`src/rtl/hazard_ctrl_pkg.sv`:
```
// Shared types and constants for the pipeline hazard controller.
package pipe_pkg;

  typedef enum logic [1:0] {
    RUN      = 2'd0,
    FREEZE   = 2'd1,
    REDIRECT = 2'd2
  } hz_state_t;

  localparam int CNT_W_DEF = 32;

  localparam logic [4:0] X0 = 5'd0;

  function automatic logic src_hit(
    input logic       uses,
    input logic [4:0] rs,
    input logic [4:0] rd
  );
    return uses && (rs == rd);
  endfunction

endpackage

```
`src/rtl/hazard_ctrl_if.sv`:
```
// Hazard detection inputs and pipeline-register control outputs.
interface hazard_ctrl_if;

  logic       id_valid;
  logic [4:0] id_rs1;
  logic [4:0] id_rs2;
  logic       id_uses_rs1;
  logic       id_uses_rs2;
  logic       ex_mem_read;
  logic [4:0] ex_rd;
  logic       mem_branch_taken;
  logic       dmem_busy;

  logic       pc_write;
  logic       if_id_write;
  logic       if_id_flush;
  logic       id_ex_write;
  logic       id_ex_flush;
  logic       ex_mem_flush;
  logic       pc_src;

  modport master (
    input  id_valid, id_rs1, id_rs2,
    input  id_uses_rs1, id_uses_rs2,
    input  ex_mem_read, ex_rd,
    input  mem_branch_taken, dmem_busy,
    output pc_write, if_id_write, if_id_flush,
    output id_ex_write, id_ex_flush,
    output ex_mem_flush, pc_src
  );

  modport slave (
    output id_valid, id_rs1, id_rs2,
    output id_uses_rs1, id_uses_rs2,
    output ex_mem_read, ex_rd,
    output mem_branch_taken, dmem_busy,
    input  pc_write, if_id_write, if_id_flush,
    input  id_ex_write, id_ex_flush,
    input  ex_mem_flush, pc_src
  );

endinterface

```
`src/rtl/hazard_ctrl_sat_counter.sv`:
```
// Event counter that sticks at all ones instead of wrapping.
module sat_counter #(
  parameter int W = 32
) (
  input  logic         clk,
  input  logic         reset,
  input  logic         inc,
  output logic [W-1:0] count
);

  logic [W-1:0] count_q;
  logic [W-1:0] count_d;

  always_comb begin
    count_d = count_q;
    if (inc && (count_q != {W{1'b1}})) begin
      count_d = count_q + 1'b1;
    end
  end

  always_ff @(posedge clk or posedge reset) begin
    if (reset) begin
      count_q <= '0;
    end else begin
      count_q <= count_d;
    end
  end

  assign count = count_q;

endmodule

```
`src/rtl/hazard_ctrl.sv`:
```
// Load-use stall, branch redirect and dmem freeze control
// for the IF/ID, ID/EX and EX/MEM registers plus the PC.
module hazard_ctrl
  import pipe_pkg::*;
#(
  parameter int CNT_W = CNT_W_DEF
) (
  input  logic             clk,
  input  logic             reset,
  hazard_ctrl_if.master    hz,
  output logic [CNT_W-1:0] stall_cnt,
  output logic [CNT_W-1:0] flush_cnt,
  output logic [CNT_W-1:0] freeze_cnt
);

  hz_state_t state_q;
  hz_state_t state_d;
  hz_state_t mode;
  logic      pend_q;
  logic      pend_d;

  logic load_use;
  logic stall_inc;
  logic flush_inc;
  logic frz_inc;

  logic pc_write;
  logic if_id_write;
  logic if_id_flush;
  logic id_ex_write;
  logic id_ex_flush;
  logic ex_mem_flush;
  logic pc_src;

  assign load_use = hz.id_valid
                  & hz.ex_mem_read
                  & (hz.ex_rd != X0)
                  & (src_hit(hz.id_uses_rs1, hz.id_rs1, hz.ex_rd)
                  |  src_hit(hz.id_uses_rs2, hz.id_rs2, hz.ex_rd));

  // A released freeze resumes whatever it interrupted in the same cycle.
  always_comb begin
    mode = state_q;
    if (state_q == FREEZE) begin
      mode = pend_q ? REDIRECT : RUN;
    end
  end

  always_comb begin
    state_d      = state_q;
    pend_d       = pend_q;
    pc_write     = 1'b1;
    if_id_write  = 1'b1;
    id_ex_write  = 1'b1;
    if_id_flush  = 1'b0;
    id_ex_flush  = 1'b0;
    ex_mem_flush = 1'b0;
    pc_src       = 1'b0;
    stall_inc    = 1'b0;
    flush_inc    = 1'b0;
    frz_inc      = 1'b0;
    if (reset) begin
      pc_write     = 1'b0;
      if_id_write  = 1'b0;
      id_ex_write  = 1'b0;
      if_id_flush  = 1'b1;
      id_ex_flush  = 1'b1;
      ex_mem_flush = 1'b1;
      state_d      = RUN;
      pend_d       = 1'b0;
    end else if (hz.dmem_busy) begin
      pc_write    = 1'b0;
      if_id_write = 1'b0;
      id_ex_write = 1'b0;
      state_d     = FREEZE;
      pend_d      = (mode == REDIRECT);
      frz_inc     = 1'b1;
    end else begin
      unique case (mode)
        REDIRECT: begin
          if_id_flush = 1'b1;
          state_d     = RUN;
          pend_d      = 1'b0;
        end
        RUN: begin
          state_d = RUN;
          pend_d  = 1'b0;
          if (hz.mem_branch_taken) begin
            pc_src       = 1'b1;
            if_id_flush  = 1'b1;
            id_ex_flush  = 1'b1;
            ex_mem_flush = 1'b1;
            state_d      = REDIRECT;
            flush_inc    = 1'b1;
          end else if (load_use) begin
            pc_write    = 1'b0;
            if_id_write = 1'b0;
            id_ex_flush = 1'b1;
            stall_inc   = 1'b1;
          end
        end
        default: begin
          state_d = RUN;
          pend_d  = 1'b0;
        end
      endcase
    end
  end

  always_ff @(posedge clk or posedge reset) begin
    if (reset) begin
      state_q <= RUN;
      pend_q  <= 1'b0;
    end else begin
      state_q <= state_d;
      pend_q  <= pend_d;
    end
  end

  assign hz.pc_write     = pc_write;
  assign hz.if_id_write  = if_id_write;
  assign hz.if_id_flush  = if_id_flush;
  assign hz.id_ex_write  = id_ex_write;
  assign hz.id_ex_flush  = id_ex_flush;
  assign hz.ex_mem_flush = ex_mem_flush;
  assign hz.pc_src       = pc_src;

  sat_counter #(.W(CNT_W)) u_stall_cnt (
    .clk   (clk),
    .reset (reset),
    .inc   (stall_inc),
    .count (stall_cnt)
  );

  sat_counter #(.W(CNT_W)) u_flush_cnt (
    .clk   (clk),
    .reset (reset),
    .inc   (flush_inc),
    .count (flush_cnt)
  );

  sat_counter #(.W(CNT_W)) u_freeze_cnt (
    .clk   (clk),
    .reset (reset),
    .inc   (frz_inc),
    .count (freeze_cnt)
  );

endmodule
```
`src/flat_wrapper.sv`:
```
// flat-port wrapper written by rule: the top's interface ports become plain ports
module hazard_ctrl_flat import pipe_pkg::*;
#(
  parameter int CNT_W = CNT_W_DEF
)
  (clk, reset, stall_cnt, flush_cnt, freeze_cnt, hz_id_valid, hz_id_rs1, hz_id_rs2, hz_id_uses_rs1, hz_id_uses_rs2, hz_ex_mem_read, hz_ex_rd, hz_mem_branch_taken, hz_dmem_busy, hz_pc_write, hz_if_id_write, hz_if_id_flush, hz_id_ex_write, hz_id_ex_flush, hz_ex_mem_flush, hz_pc_src);
  hazard_ctrl_if hz_i ();
  input  logic clk;
  input  logic reset;
  output logic [CNT_W-1:0] stall_cnt;
  output logic [CNT_W-1:0] flush_cnt;
  output logic [CNT_W-1:0] freeze_cnt;
  input wire logic [$bits(hz_i.id_valid)-1:0] hz_id_valid;
  input wire logic [$bits(hz_i.id_rs1)-1:0] hz_id_rs1;
  input wire logic [$bits(hz_i.id_rs2)-1:0] hz_id_rs2;
  input wire logic [$bits(hz_i.id_uses_rs1)-1:0] hz_id_uses_rs1;
  input wire logic [$bits(hz_i.id_uses_rs2)-1:0] hz_id_uses_rs2;
  input wire logic [$bits(hz_i.ex_mem_read)-1:0] hz_ex_mem_read;
  input wire logic [$bits(hz_i.ex_rd)-1:0] hz_ex_rd;
  input wire logic [$bits(hz_i.mem_branch_taken)-1:0] hz_mem_branch_taken;
  input wire logic [$bits(hz_i.dmem_busy)-1:0] hz_dmem_busy;
  output wire logic [$bits(hz_i.pc_write)-1:0] hz_pc_write;
  output wire logic [$bits(hz_i.if_id_write)-1:0] hz_if_id_write;
  output wire logic [$bits(hz_i.if_id_flush)-1:0] hz_if_id_flush;
  output wire logic [$bits(hz_i.id_ex_write)-1:0] hz_id_ex_write;
  output wire logic [$bits(hz_i.id_ex_flush)-1:0] hz_id_ex_flush;
  output wire logic [$bits(hz_i.ex_mem_flush)-1:0] hz_ex_mem_flush;
  output wire logic [$bits(hz_i.pc_src)-1:0] hz_pc_src;
  assign hz_i.id_valid = hz_id_valid;
  assign hz_i.id_rs1 = hz_id_rs1;
  assign hz_i.id_rs2 = hz_id_rs2;
  assign hz_i.id_uses_rs1 = hz_id_uses_rs1;
  assign hz_i.id_uses_rs2 = hz_id_uses_rs2;
  assign hz_i.ex_mem_read = hz_ex_mem_read;
  assign hz_i.ex_rd = hz_ex_rd;
  assign hz_i.mem_branch_taken = hz_mem_branch_taken;
  assign hz_i.dmem_busy = hz_dmem_busy;
  assign hz_pc_write = hz_i.pc_write;
  assign hz_if_id_write = hz_i.if_id_write;
  assign hz_if_id_flush = hz_i.if_id_flush;
  assign hz_id_ex_write = hz_i.id_ex_write;
  assign hz_id_ex_flush = hz_i.id_ex_flush;
  assign hz_ex_mem_flush = hz_i.ex_mem_flush;
  assign hz_pc_src = hz_i.pc_src;
  hazard_ctrl #(.CNT_W(CNT_W)) u_core (.clk(clk), .reset(reset), .hz(hz_i), .stall_cnt(stall_cnt), .flush_cnt(flush_cnt), .freeze_cnt(freeze_cnt));
endmodule
```
`config.mk`:
```
export PLATFORM = sky130hd
export DESIGN_NAME = hazard_ctrl_flat
export DESIGN_NICKNAME = d
export VERILOG_FILES = /design/src/rtl/hazard_ctrl_pkg.sv /design/src/rtl/hazard_ctrl_if.sv /design/src/rtl/hazard_ctrl_sat_counter.sv /design/src/rtl/hazard_ctrl.sv /design/src/flat_wrapper.sv
export SDC_FILE = /design/constraint.sdc
export NUM_CORES = 1
export LEC_CHECK = 0
export CORE_UTILIZATION = 45
export CTS_CLUSTER_DIAMETER = 100
export DETAILED_ROUTE_END_ITERATION = 16
export PLACE_DENSITY_LB_ADDON = 0.15
export SYNTH_ARGS = -nofsm -noshare
export SYNTH_HDL_FRONTEND = slang
export SYNTH_SLANG_ARGS = --single-unit
export TNS_END_PERCENT = 50
```
`constraint.sdc`:
```
create_clock -name clk -period 7.73 [get_ports clk]
set_clock_uncertainty 0.15 [all_clocks]
set_input_delay 1.546 -clock clk [delete_from_list [all_inputs] [get_ports clk]]
set_output_delay 1.546 -clock clk [all_outputs]
set_load 0.05 [all_outputs]
```
# --- Word-level counts from Yosys, hierarchy flattened ---
# Index checks and enable logic that the tools add are counted.
word_totals:
  word_cells: 60
  output_inout_bits: 103
  regBits: 99
  in_bits: 23
classes:
  n_eq_ne: 7
  n_addsub: 3
  reduce_logical: 7
  bitwise: 4
  mux: 34
op_table:
  columns: ["operator", "count"]
  rows:
  - ["adder 32 x 1 -> 32 bit, second input constant", 3]
  - ["inequality test 32 bit, second input constant", 3]
  - ["2-to-1 mux 1 bit", 27]
  - ["2-to-1 mux 2 bit", 6]
  - ["== test 5 bit", 2]
  - ["logical AND 1 bit", 5]
  - ["nonzero test 5 bit", 1]
  - ["AND 1 bit", 3]
  - ["== test 2 x 1 -> 1 bit, second input constant", 1]
  - ["== test 2 bit, second input constant", 1]
  - ["logical NOT 2 bit", 1]
  - ["case mux 1 bit (2 select lines)", 1]
  - ["OR 1 bit", 1]

# --- Logic depth before layout (Yosys ltp) ---
# Gate-level depths: netlist (run 1).
logic_depth:
  word_depth: 10
  depth_mapped: 7
  mapped_depth_nobuf: 6

# --- Hierarchy ---
# From an unflattened synthesis (run 1), not the netlist that was laid out.
unflattened:
  hier_cells: 455
  hier_area_um2: 5036.1
modules_own_cells:
  columns: ["module", "instances", "area_per_inst_um2", "seq_area_each_um2", "cells_per_inst"]
  rows:
  - ["sat_counter", 3, 1561.5, 800.8, 139]
  - ["hazard_ctrl", 1, 351.6, 75.1, 38]

# --- Worst setup path before layout (run 1) ---
# OpenSTA, ideal clock, no wires.
synth_path:
  path_kind: "input-to-output"
  start: "input reset"
  end: "output hz_if_id_flush"
  path_buffers: 0
  arrival_ns: 4.628
  setup_slack_ns: 1.406
  cell_stages: 2
  required_ns: 6.034
  cell_sequence: "inv_1 -> nand2_1"
synth_between:
  elab_chain_cells: 1
synth_lines:
  columns: ["item", "line", "text"]
  rows:
  - ["start, declared", "flat_wrapper.sv:9", "input logic reset;"]
  - ["2-to-1 mux 1 bit", "hazard_ctrl.sv:62", "if (reset) begin"]
  - ["end, declared", "flat_wrapper.sv:24", "output wire logic [$bits(hz_i.if_id_flush)-1:0] hz_if_id_flush;"]
# No other way between the ends.

# --- Final worst setup path (run 1) ---
layout_path:
  start: "input hz_ex_rd[3]"
  end: "output hz_id_ex_flush"
layout_between:
  elab_chain_cells: 9
  word_cells_on_any_way: 13
  cone_classes: "eq/ne: 2; mux: 5; bitwise: 3; reduce/logical: 3"
layout_lines:
  columns: ["item", "line", "text"]
  rows:
  - ["start, declared", "flat_wrapper.sv:19", "input wire logic [$bits(hz_i.ex_rd)-1:0] hz_ex_rd;"]
  - ["== test 5 bit", "hazard_ctrl_pkg.sv:19", "return uses && (rs == rd);"]
  - ["logical AND 1 bit", "hazard_ctrl_pkg.sv:19", null]
  - ["OR 1 bit", "hazard_ctrl.sv:39", "| src_hit(hz.id_uses_rs2, hz.id_rs2, hz.ex_rd));"]
  - ["AND 1 bit (*)", "hazard_ctrl.sv:38", "& (src_hit(hz.id_uses_rs1, hz.id_rs1, hz.ex_rd)"]
  - ["2-to-1 mux 1 bit (*)", "hazard_ctrl.sv:95", "end else if (load_use) begin"]
  - ["2-to-1 mux 1 bit (*)", "hazard_ctrl.sv:88", "if (hz.mem_branch_taken) begin"]
  - ["2-to-1 mux 1 bit (*)", "hazard_ctrl.sv:79", "unique case (mode)"]
  - ["2-to-1 mux 1 bit (*)", "hazard_ctrl.sv:71", "end else if (hz.dmem_busy) begin"]
  - ["2-to-1 mux 1 bit (*)", "hazard_ctrl.sv:62", null]
  - ["end, declared", "flat_wrapper.sv:26", "output wire logic [$bits(hz_i.id_ex_flush)-1:0] hz_id_ex_flush;"]
# Every way passes the cells marked *; elsewhere a longest branch is shown, timed or not.

==> results of run 1 <==
metal layers:
| metal | vias to the layer above | track usage |
|---|---|---|
| li1 | 2010 | - |
| met1 | 2047 | 0.295 |
| met2 | 121 | 0.348 |
| met3 | 19 | 0.0351 |
| met4 | 0 | 0.0959 |
| met5 | - | 0 |
cell families (layout without fill, tap and decap cells):
kind of cell,count (synthesis),in the layout,synth area share
buffers and inverters,18,153,0.0164
DFF,99,99,0.491
AOI/OAI and AO/OA,20,20,0.0293
muxes,5,5,0.0112
adders and majority gates,3,3,0.00744
xor gates and xnor gates,98,98,0.170
and+or+nand+nor,238,238,0.274
sequential cells by signal, summed over array words and instances, names as in the netlist:
signal / cells
u_core.u_flush_cnt.count: 32
u_core.u_stall_cnt.count: 32
u_core.u_freeze_cnt.count: 32
u_core.state_q: 2
u_core.pend_q: 1
power breakdown:
group / total, uW / leakage (uW) / internal [uW] / switching, uW
Combinational: 267 / 0.00137 / 94.7 / 172
Sequential: 587 / 0.00134 / 546 / 40.5
Clock: 305 / 0.0000924 / 126 / 179
Total: 1160 / 0.00281 / 767 / 392
layout make-up:
type / count / area, sq um / area share
Multi-Input combinational cell: 364 / 2490 / 0.375
Tap cell: 140 / 175 / 0.0264
Timing Repair Buffer: 129 / 1280 / 0.193
Clock buffer: 10 / 138 / 0.0207
Sequential cell: 99 / 2480 / 0.373
Inverter: 8 / 32.5 / 0.00490
Clock inverter: 6 / 40.0 / 0.00604
through the flow:
step | util | cell area [sq um] | total power [uW] | setup slack (ns) | hold slack (ns)
global placement | 0.593 | 6460 | 859 | 1.90 | 0.327
floorplan | - | 5040 | 762 | 1.41 | 0.325
global route | 0.609 | 6630 | 1210 | 1.74 | 0.377
CTS | 0.609 | 6630 | 1170 | 1.84 | 0.345
detailed placement | 0.593 | 6460 | 863 | 1.85 | 0.332
finish | 0.609 | 6630 | 1160 | 1.84 | 0.341
critical path: cells and delay by family:
| kind | cells | cell delay [ns] |
|---|---|---|
| compound gates | 2 | 0.34 |
| xor+xnor | 1 | 0.19 |
| buf+inv | 3 | 1.55 |
| simple gates | 2 | 0.57 |
how the worst max path moves through the flow:
stage	startpoint	endpoint	slack, ns	cells after the start
floorplan	reset	hz_if_id_flush	1.41	2
global placement	hz_ex_rd[1]	hz_if_id_write	1.90	8
detailed placement	hz_ex_rd[3]	hz_id_ex_flush	1.85	8
CTS	hz_ex_rd[3]	hz_id_ex_flush	1.84	8
global route	hz_ex_rd[3]	hz_id_ex_flush	1.74	8
finish	hz_ex_rd[3]	hz_id_ex_flush	1.84	8
cell usage in the layout, fill, tap and decap left out, types with 16 or more instances in the layout:
cell | Yosys | layout
and3_1 | 16 | 16
clkdlybuf4s50_1 | 0 | 125
dfrtp_1 | 99 | 99
nand2_1 | 42 | 42
nand3_1 | 36 | 36
nand4_1 | 40 | 40
nor2_1 | 21 | 21
nor4_1 | 26 | 26
xnor2_1 | 52 | 52
xor2_1 | 46 | 46
==> results list, run 1 <==
- Status: finished, final reports clean
- Vias per Instance: 5.55
- Main area contributors after synthesis: dfrtp_1, xnor2_1, xor2_1, nand4_1, nand3_1
- Initial detailed-routing violation count: 197
- Inserted Clock Buffers: 9
- The number of antenna diodes in the final layout is 0.
* VDD IR max: 183 uV
- Number of flip-flops and latches in the synthesized netlist: 99
- Worst setup path category: primary input to primary output
- For this run, the register share of the synthesized area comes to 0.491.
- Counting every net in the synthesized netlist gives 507.
- Resized Gates After CTS: 0
- Entering global routing, the biggest net connects 76 pins.
- STA classifies the critical path endpoint as a primary output.
- Once placement completed, the tool counted placed cells totaling 740.
- The net count of the finished layout is 637.
- Length of the first detailed-routing pass in iterations: 4
- Library cell with the highest instance count after synthesis: dfrtp_1
- Summed over all layers, the routed wires come to 12000 um.
- The worst setup path is launched from a primary input.
* Worst Hold Path EP: u_core.u_stall_cnt.count[30]
- Setup repair after global routing left no endpoint under its margin.
- Measured in cells, the most critical reg-to-reg path has a length of 5.
- Final Instance Count excl. Fillers: 756
* DR WL met3: 590 um
- Headroom to the max-slew limit: 0.376
- Once detailed placement completed, the half-perimeter wirelength came to 8930 um.
- The die covers 11600 sq um.
- 126 I/O pins were placed.
- In the routed design, unresolved DRC markers number 0.
- Of the cells placed in the final design, the portion with a size suffix greater than 1 is 0.0649.
- Buffer depth of the longest clock path: 2
* Via count of the routed design: 4197
- Critical Path Slowest Stage Cell: clkdlybuf4s50_1
- Global Route Usage Sum: 0.219
- The via count of the first global-routing pass came to 4031.
- In this run the worst path has a maximum fanout of 32.
- In this run the number of H-tree levels came out at 3.
- Counting stages on the worst path, the most repeated cell is clkdlybuf4s50_1.
- Post-route met1 wirelength: 5470 um
* Pwr/cell area: 175 nW/um^2
- Number of hold violations in the final report: 0
- The first global-routing pass estimated 19700 um of wire.
- CTS Hold Buffers Added: 0
- Number of failing setup endpoints in the final timing report: 0
- Derived from the worst setup path, the maximum achievable clock frequency is 0.170 GHz.
- Final cycle utilization of the critical path: 0.761
- For this design the static power due to leakage is 0.00281 uW.
- Clock-pin slew was measured on the worst setup and hold paths at 0.10 ns.
- Required time reported for the critical path endpoint: 6.03 ns
- Launch instance of the worst min-delay path: u_core.u_stall_cnt.count[30]
* Area of the placeable core: 10900 sq um
- CTS tree: yes
* Setup TNS Final: 0 ns
- Die extent in y: 108 um
- Most numerous cell types in the synthesized netlist: dfrtp_1, xnor2_1, xor2_1, nand2_1, nand4_1
- Critical Path, Cell by Cell: clkdlybuf4s50_1, xor2_1, nor4_1, a32oi_2, buf_4, nand2b_1, o21bai_1, clkdlybuf4s50_1
- Post-CTS timing repair inserted 0 buffers for setup.
* Top layer reached by signal wires: met4
* Post-synth EDFFs: 0
- Count of yosys warnings during synthesis: 0
- In this run the mean area of a mapped cell was 10.5 sq um.
* Std cell rows: 38
- After detailed routing, the average wire length per cell comes to 15.9 um.
- Once detail routing completed, the nets flagged for antenna violations numbered 0.
* Top cell type by total area after synthesis: dfrtp_1
* Dominant register cell in the synthesized netlist: dfrtp_1
* Clock sinks: 99
- For the pin with the worst max-slew slack, the measured transition is 0.929 ns.
* Worst reg-to-reg setup slack: 5.06 ns
- After layout, the minimum clock period comes to 5.89 ns.
- For this configuration, the core starts out at a cell density of 0.463.
- After global routing the overflow that remains totals 0.
* Synthesized netlist cell count: 481
- RePlAce Congestion: 0.866
* Post-synthesis instance area: 5040 sq um
- Synth async-reset ratio: 1.00
- The tool flagged a number of max-cap violations equal to 0.
* Max-slew violations: 0
- Count of fill cells added during filler insertion: 955
- Die width: 108 um
- The routed design uses 5700 um of met2 wire.
- The initial antenna violation count was 0.
- Clock latency on the worst-skew pair, taken at its later pin, is 0.36 ns.
* Worst r2r src: u_core.u_stall_cnt.count[15]
- Hold Path Class: flop to flop
- Of the post-synthesis cell area, the dominant cell type holds 0.491.
- Distinct cell type count of the synthesized netlist: 47
- The tree is rooted in a clkbuf_8.
* Stage delay of the slowest cell on the critical path: 0.83 ns
- Critical R2R Capture: u_core.u_stall_cnt.count[1]
- Data arrives at the worst endpoint at 4.19 ns.
- Along the worst hold path, the cell count comes to 1.
- From synthesis to final layout, the design area changed by 31.6%.
* Count of input and output buffers: 125
Power figures use the tool's default switching activity.
==> run 2, diff against run 1 <==
==> constraint.sdc (replaced) <==
create_clock -name clk -period 4.88 [get_ports clk]
set_clock_uncertainty 0.15 [all_clocks]
set_input_delay 0.976 -clock clk [delete_from_list [all_inputs] [get_ports clk]]
set_output_delay 0.976 -clock clk [all_outputs]
set_load 0.05 [all_outputs]
==> run 2 against run 1 <==
Against the previous run:
- routed wire length up 4.8%
- register-to-register slack got worse by 2.9 ns
- final area is 0.28% higher
- critical path type unchanged
==> results list, run 2 (synthesis results as in run 1) <==
- The run finished with clean final reports.
- The final max-slew violation count was 0 (unchanged).
- Initial core utilization: 0.463 (unchanged)
* Routed wirelength normalized by instance count: 16.7 um (+4.8%)
- Via count of the first global-routing pass: 4195 (+4.1%)
- The initial antenna violation count came to 0 (unchanged).
* Worst reg-to-reg setup slack: 2.15 ns (-2.91 ns)
- Number of hold violations in the final report: 0 (unchanged)
* Number of cells traversed by the worst register-to-register path: 6 (+1)
- After global routing, the most crowded layer is met2.
- Std cell rows: 38 (unchanged)
- Standby leakage power: 0.00281 uW (+0.21%)
- The global-route track usage on met3 is 0.0375 (+0.00242).
* Critical Path, Cell by Cell: clkdlybuf4s50_1, nor2_1, nand3_1, inv_1, clkdlybuf4s50_1
- Relative contribution of sequential cells to total power: 0.503 (-0.003)
* Maximum achievable frequency: 0.248 GHz
* Category of the worst setup path launch point: primary input
* Layout Nets: 637 (unchanged)
- In this design, the critical path's most frequently occurring cell is clkdlybuf4s50_1.
- Initial detailed-routing violation count: 172 (-13%)
- Via count of the routed design: 4247 (+1.2%)
- Number of maximum-capacitance constraint violations: 0 (unchanged)
- Post-DP HPWL: 9210 um (+3.2%)
* H-tree Lvls: 3 (unchanged)
* Resized Gates After CTS: 0 (unchanged)
- Final antenna-violating net count: 0 (unchanged)
* Worst hold path cell count: 1 (unchanged)
- Critical Path Slowest Stage Cell: clkdlybuf4s50_1
- Met2 usage in global routing: 0.375 (+0.0266)
* Clock-pin slew of the registers on the worst-case setup and hold paths: 0.09 ns (about the same)
- The number of vias per cell came to 5.62 (+1.2%).
* Worst setup path category: primary input to primary output
* Stage delay of the slowest cell on the critical path: 0.83 ns (about the same)
- Element type at the critical path end: primary output
- Diode insertion count for antenna repair: 0 (unchanged)
* Clock sinks: 99 (unchanged)
- The worst path needs 4.03 ns of the cycle, external delays included.
* Length of the first detailed-routing pass in iterations: 5 (+1)
- The maximum fanout encountered on the critical timing path is 6 (-81%).
- The worst hold path terminates at u_core.u_freeze_cnt.count[31].
* Final cycle utilization of the critical path: 0.826
- Part of the power in the clock network: 0.266 (+0.003)
* Net switching share of the total power: 0.334 (-0.00415)
* Count of input and output buffers: 125 (unchanged)
* VDD IR max: 302 uV (+65%)
- First-pass GRT wire length: 21000 um (+6.7%)
- The startpoint identified for the worst hold timing path is u_core.u_freeze_cnt.count[31].
- Share of power burned in combinational logic: 0.231 (about the same)
* Buffer depth of the longest clock path: 2 (unchanged)
- Leading cell type in the layout, fill and taps excluded: clkdlybuf4s50_1
- Placement Setup Slack: 0.834 ns (-1.01 ns)
- DP Area: 6470 sq um (+0.25%)
* Final std cell area, no fill: 6650 sq um (+0.28%)
- The areal power density over the cells was 277 nW/um^2 (+59%).
- The largest net degree at the start of global routing came to 81 (+6.6%).
- In this run the worst hold path is classified as flop to flop.
- Relative area change from synthesis to final layout: 31.9%
- Number of failing setup endpoints in the final timing report: 0 (unchanged)
- Final WL: 12600 um (+4.8%)
- The actual slew at the worst max-slew pin is 0.990 ns (+0.0609 ns).
- Family of cells with the greatest summed delay on the critical path: buffers and inverters
- Setup fix buffers added after clock tree synthesis: 0 (unchanged)
* Most frequent cells in the layout: clkdlybuf4s50_1, dfrtp_1, xnor2_1, xor2_1, nand2_1
* Net Sw Power: 616 uW (+57%)
- The clock buffer count from CTS is 9 (unchanged).
- The DRC violation count after routing came to 0 (unchanged).
- Worst setup path start: reset
* Worst r2r src: u_core.u_stall_cnt.count[0]
* Fraction of final layout cells sized beyond drive strength 1: 0.0698 (+0.00487)
- Die width: 108 um (unchanged)
- Critical R2R Capture: u_core.u_stall_cnt.count[1]
* Buf/Inv on CP: 3 (unchanged)
* Top-level I/O count: 126 (unchanged)
* CTS Hold Buffers Added: 0 (unchanged)
- Global Route Usage Sum: 0.232 (+0.0135)
* RePlAce Congestion: 0.813 (-6.1%)
- Headroom to the max-slew limit: 0.340 (-0.0358)
- Setup TNS Final: 0 ns (unchanged)
- The data arrival time at the worst-slack endpoint is 2.91 ns (-1.28 ns).
- Pint: 1230 uW (+60%)
* Clk root buf: clkbuf_8
- The total congestion overflow came to 0 (unchanged).
- Post-route worst setup slack: 0.848 ns (-0.996 ns)
- The die height was 108 um (unchanged).
- TritonCTS built the clock tree.
* Setup repair after global routing missed its margin: no
- Required time reported for the critical path endpoint: 3.75 ns (-2.28 ns)
- The met1 track utilization from global routing is 0.311 (+0.0167).
* Area of the placeable core: 10900 sq um (unchanged)
* Die Footprint: 11600 sq um (unchanged)
- The clock latency on the worst-skew pair came to 0.36 ns (about the same).
==> run 2: area by class of cell <==
type                       instances  area, sq um
multi-input combinational        364         2490
timing repair buffer             129         1300
clock inverter                     4         25.0
inverter                           8         33.8
tap                              140          175
fill                             954         4240
sequential                        99         2480
clock buffer                      12          155
==> run 2: worst reg2reg max path: stages (launching register included) <==
cell and delay [ns]:
dfrtp_1 0.45, ha_1 0.19, and2_0 0.31, nand3_1 0.34, nor4_4 0.69, nor3_1 0.18
mux2_2 0.31
==> run 2: power by group through the flow <==
stage                     Sequential (uW)  Clock, uW  Combinational, uW
after floorplan                      1090          0                117
after global placement                942          0                423
after detailed placement              943          0                427
after CTS                             928        507                429
after global routing                  938        546                451
final                                 928        491                426
==> run 2: stage by stage <==
stage,instances,total power [uW],hold WS [ns],utilization
2_1_floorplan,481,1210,0.325,-
3_3_place_gp,740,1360,0.327,0.594
3_5_place_dp,740,1370,0.335,0.594
4_1_cts,756,1870,0.346,0.611
5_1_grt,756,1930,0.378,0.611
6_report,756,1850,0.344,0.611
==> run 2: worst max-delay path by stage <==
stage / end / depth (start not counted)
global placement: hz_pc_src / 5
floorplan: hz_if_id_flush / 2
global route: hz_pc_src / 5
CTS: hz_pc_src / 5
detailed placement: hz_pc_src / 5
finish: hz_pc_src / 5
==> run 2: routing by layer <==
metal | vias up | wire length, um
met1 | 2072 | 5590
met3 | 22 | 601
met4 | 0 | 267
li1 | 2016 | -
met2 | 137 | 6130
met5 | - | 0
==> run 3, diff against run 2 <==
==> constraint.sdc (replaced) <==
create_clock -name clk -period 4.2 [get_ports clk]
set_clock_uncertainty 0.15 [all_clocks]
set_input_delay 0.84 -clock clk [delete_from_list [all_inputs] [get_ports clk]]
set_output_delay 0.84 -clock clk [all_outputs]
set_load 0.05 [all_outputs]
==> run 3 against run 2 <==
Against the previous run:
- critical path depth up 1
- sequential power rose by 16%
- core utilization rose by 0.16 points
- register-to-register slack worse by 0.66 ns
- final area is 0.26% higher
- sequential share of layout area down 0.098 points
==> results list, run 3 (synthesis results as in run 1) <==
- Final Instance Count excl. Fillers: 756 (unchanged)
- The data arrival time at the worst-slack endpoint came to 2.83 ns (-0.08 ns).
* Standby leakage power: 0.00282 uW (+0.33%)
- VDD IR max: 369 uV (+22%)
* Die Footprint: 11600 sq um (unchanged)
* Global-route congestion overflow total: 0 (unchanged)
- Number of failing setup endpoints in the final timing report: 0 (unchanged)
- Worst setup path category: primary input to primary output
* Inserted Clock Buffers: 9 (unchanged)
- The tree is rooted in a clkbuf_8.
- The number of buffers on the longest clock path came to 2 (unchanged).
- Required time reported for the critical path endpoint: 3.21 ns (-0.54 ns)
- Critical Path, Cell by Cell: clkdlybuf4s50_1, or4_1, o211a_1, nand2b_1, o21a_1, buf_12
- The via count of the first global-routing pass came to 4008 (-4.5%).
* Pint: 1410 uW (+15%)
- Max-slew violations: 0 (unchanged)
- Net Sw Power: 706 uW (+15%)
- Resized Gates After CTS: 0 (unchanged)
- The worst hold slack was 0.354 ns (+0.00934 ns).
- The core region area is 10900 sq um (unchanged).
- The die height came to 108 um (unchanged).
- Area of the multi-input gates: 2490 sq um (unchanged)
* Cell total after placement: 741 (+0.14%)
- Number of maximum-capacitance constraint violations: 0 (unchanged)
* Pwr/cell area: 317 nW/um^2 (+14%)
- Initial detailed-routing violation count: 223 (+30%)
- DP Area: 6500 sq um (+0.46%)
* CTS Hold Buffers Added: 0 (unchanged)
- Category of the worst setup path launch point: primary input
* Setup repair after global routing missed its margin: no
- Count of fill cells added during filler insertion: 955 (+0.10%)
- Final Power: 2120 uW (+15%)
- The actual slew at the worst max-slew pin was 0.956 ns (-0.0347 ns).
* Layout Nets: 638 (+0.16%)
- The library cell used most frequently in the layout, excluding fill and tap cells, is clkdlybuf4s50_1.
* Worst r2r src: u_core.u_stall_cnt.count[15]
* Maximum achievable frequency: 0.262 GHz
- Fraction of final layout cells sized beyond drive strength 1: 0.0731 (+0.00325)
* Share of power burned in combinational logic: 0.234 (+0.003)
* Final cycle utilization of the critical path: 0.910
* Maximum number of pins on one net before global-route repair: 61 (-25%)
- Clock-pin slew of the registers on the worst-case setup and hold paths: 0.09 ns (about the same)
- Routed wirelength normalized by instance count: 16.2 um (-2.8%)
- Std cell rows: 38 (unchanged)
* Length of the first detailed-routing pass in iterations: 4 (-1)
* Setup fix buffers added after clock tree synthesis: 0 (unchanged)
- TritonCTS built the clock tree.
* Number of hold violations in the final report: 0 (unchanged)
* Launch instance of the worst min-delay path: u_core.u_flush_cnt.count[12]
* Buf/Inv on CP: 2 (-1)
* Final std cell area, no fill: 6670 sq um (+0.26%)
* Top-level I/O count: 126 (unchanged)
- Element type at the critical path end: primary output
- Setup TNS Final: 0 ns (unchanged)
- The global-route usage over all layers was 0.219 (-0.0133).
* Family of cells with the greatest summed delay on the critical path: simple AND/OR/NAND/NOR gates
* Clock sinks: 99 (unchanged)
* H-tree Lvls: 3 (unchanged)
* Initial core utilization: 0.463 (unchanged)
* Die width: 108 um (unchanged)
* Clock period minus final worst setup slack: 3.82 ns
- The DRC violation count after routing came to 0 (unchanged).
- The number of diodes added for antenna fixing is 0 (unchanged).
* Status: finished, final reports clean
* Critical Path Slowest Stage Cell: or4_1
- Area taken by flip-flops and latches: 2480 sq um (unchanged)
- The min-delay analysis places its worst path in the category flop to flop.
- Final antenna-violating net count: 0 (unchanged)
* Count of input and output buffers: 125 (unchanged)
* Vias per Instance: 5.56 (-0.94%)
- The maximum fanout encountered on the critical timing path was 4 (-2).
- Tracing the worst setup path back leads to its startpoint at hz_ex_rd[0].
* Post-DP HPWL: 8960 um (-2.7%)
- The switching fraction of total power came to 0.334 (about the same).
* First-pass GRT wire length: 19800 um (-5.7%)
- Latest clock arrival within the worst-skew pair: 0.36 ns (about the same)
- The part of the total power dissipated in the clock network came to 0.257 (-0.009).
- The initial antenna violation count was 0 (unchanged).
- The worst slew margin relative to its limit was 0.358 (+0.0182).
- Via count of the routed design: 4207 (-0.94%)
* Most frequent cells in the layout: clkdlybuf4s50_1, dfrtp_1, xnor2_1, xor2_1, nand2_1
- The final routed wirelength across all metal layers is 12200 um (-2.8%).
* RePlAce Congestion: 0.830 (+2.0%)
* Stage delay of the slowest cell on the critical path: 0.61 ns (-0.22 ns)
- From synthesis to final layout, the design area changed by 32.3%.
- Relative contribution of sequential cells to total power: 0.509 (+0.006)
## run 3: area by class of cell
type                            count  area share
Multi-Input combinational cell    364       0.373
Timing Repair Buffer              130       0.199
Sequential cell                    99       0.371
Clock inverter                      5     0.00450
Clock buffer                       10      0.0206
Inverter                            8     0.00506
Tap cell                          140      0.0263
## run 3: through the flow
stage,util,setup slack (ns)
floorplan,-,0.138
global placement,0.597,0.400
detailed placement,0.597,0.383
CTS,0.613,0.373
global route,0.613,0.337
finish,0.613,0.376
## run 3: worst paths after layout
kind	slack, ns	cells past startpoint	endpoint
max	0.38	6	hz_if_id_write
min	0.35	1	u_core.u_flush_cnt.count[12]
max reg2reg	1.49	5	u_core.u_stall_cnt.count[1]
min reg2reg	0.35	1	u_core.u_flush_cnt.count[12]
max in group asynchronous	1.84	4	u_core.u_flush_cnt.count[21]
min in group asynchronous	0.93	3	u_core.u_stall_cnt.count[10]
## run 3: power groups by stage
stage	registers, uW	clock network, uW	logic, uW
global placement	1090	0	495
finish	1080	543	496
global route	1090	594	527
CTS	1080	564	501
detailed placement	1090	0	499
floorplan	1270	0	136
## run 3: metal layers
| layer | vias up | track usage | part of all wire |
|---|---|---|---|
| li1 | 2014 | - | - |
| met4 | 0 | 0.0871 | 0.020 |
| met5 | - | 0 | 0 |
| met3 | 22 | 0.0424 | 0.050 |
| met2 | 120 | 0.352 | 0.48 |
| met1 | 2051 | 0.290 | 0.45 |
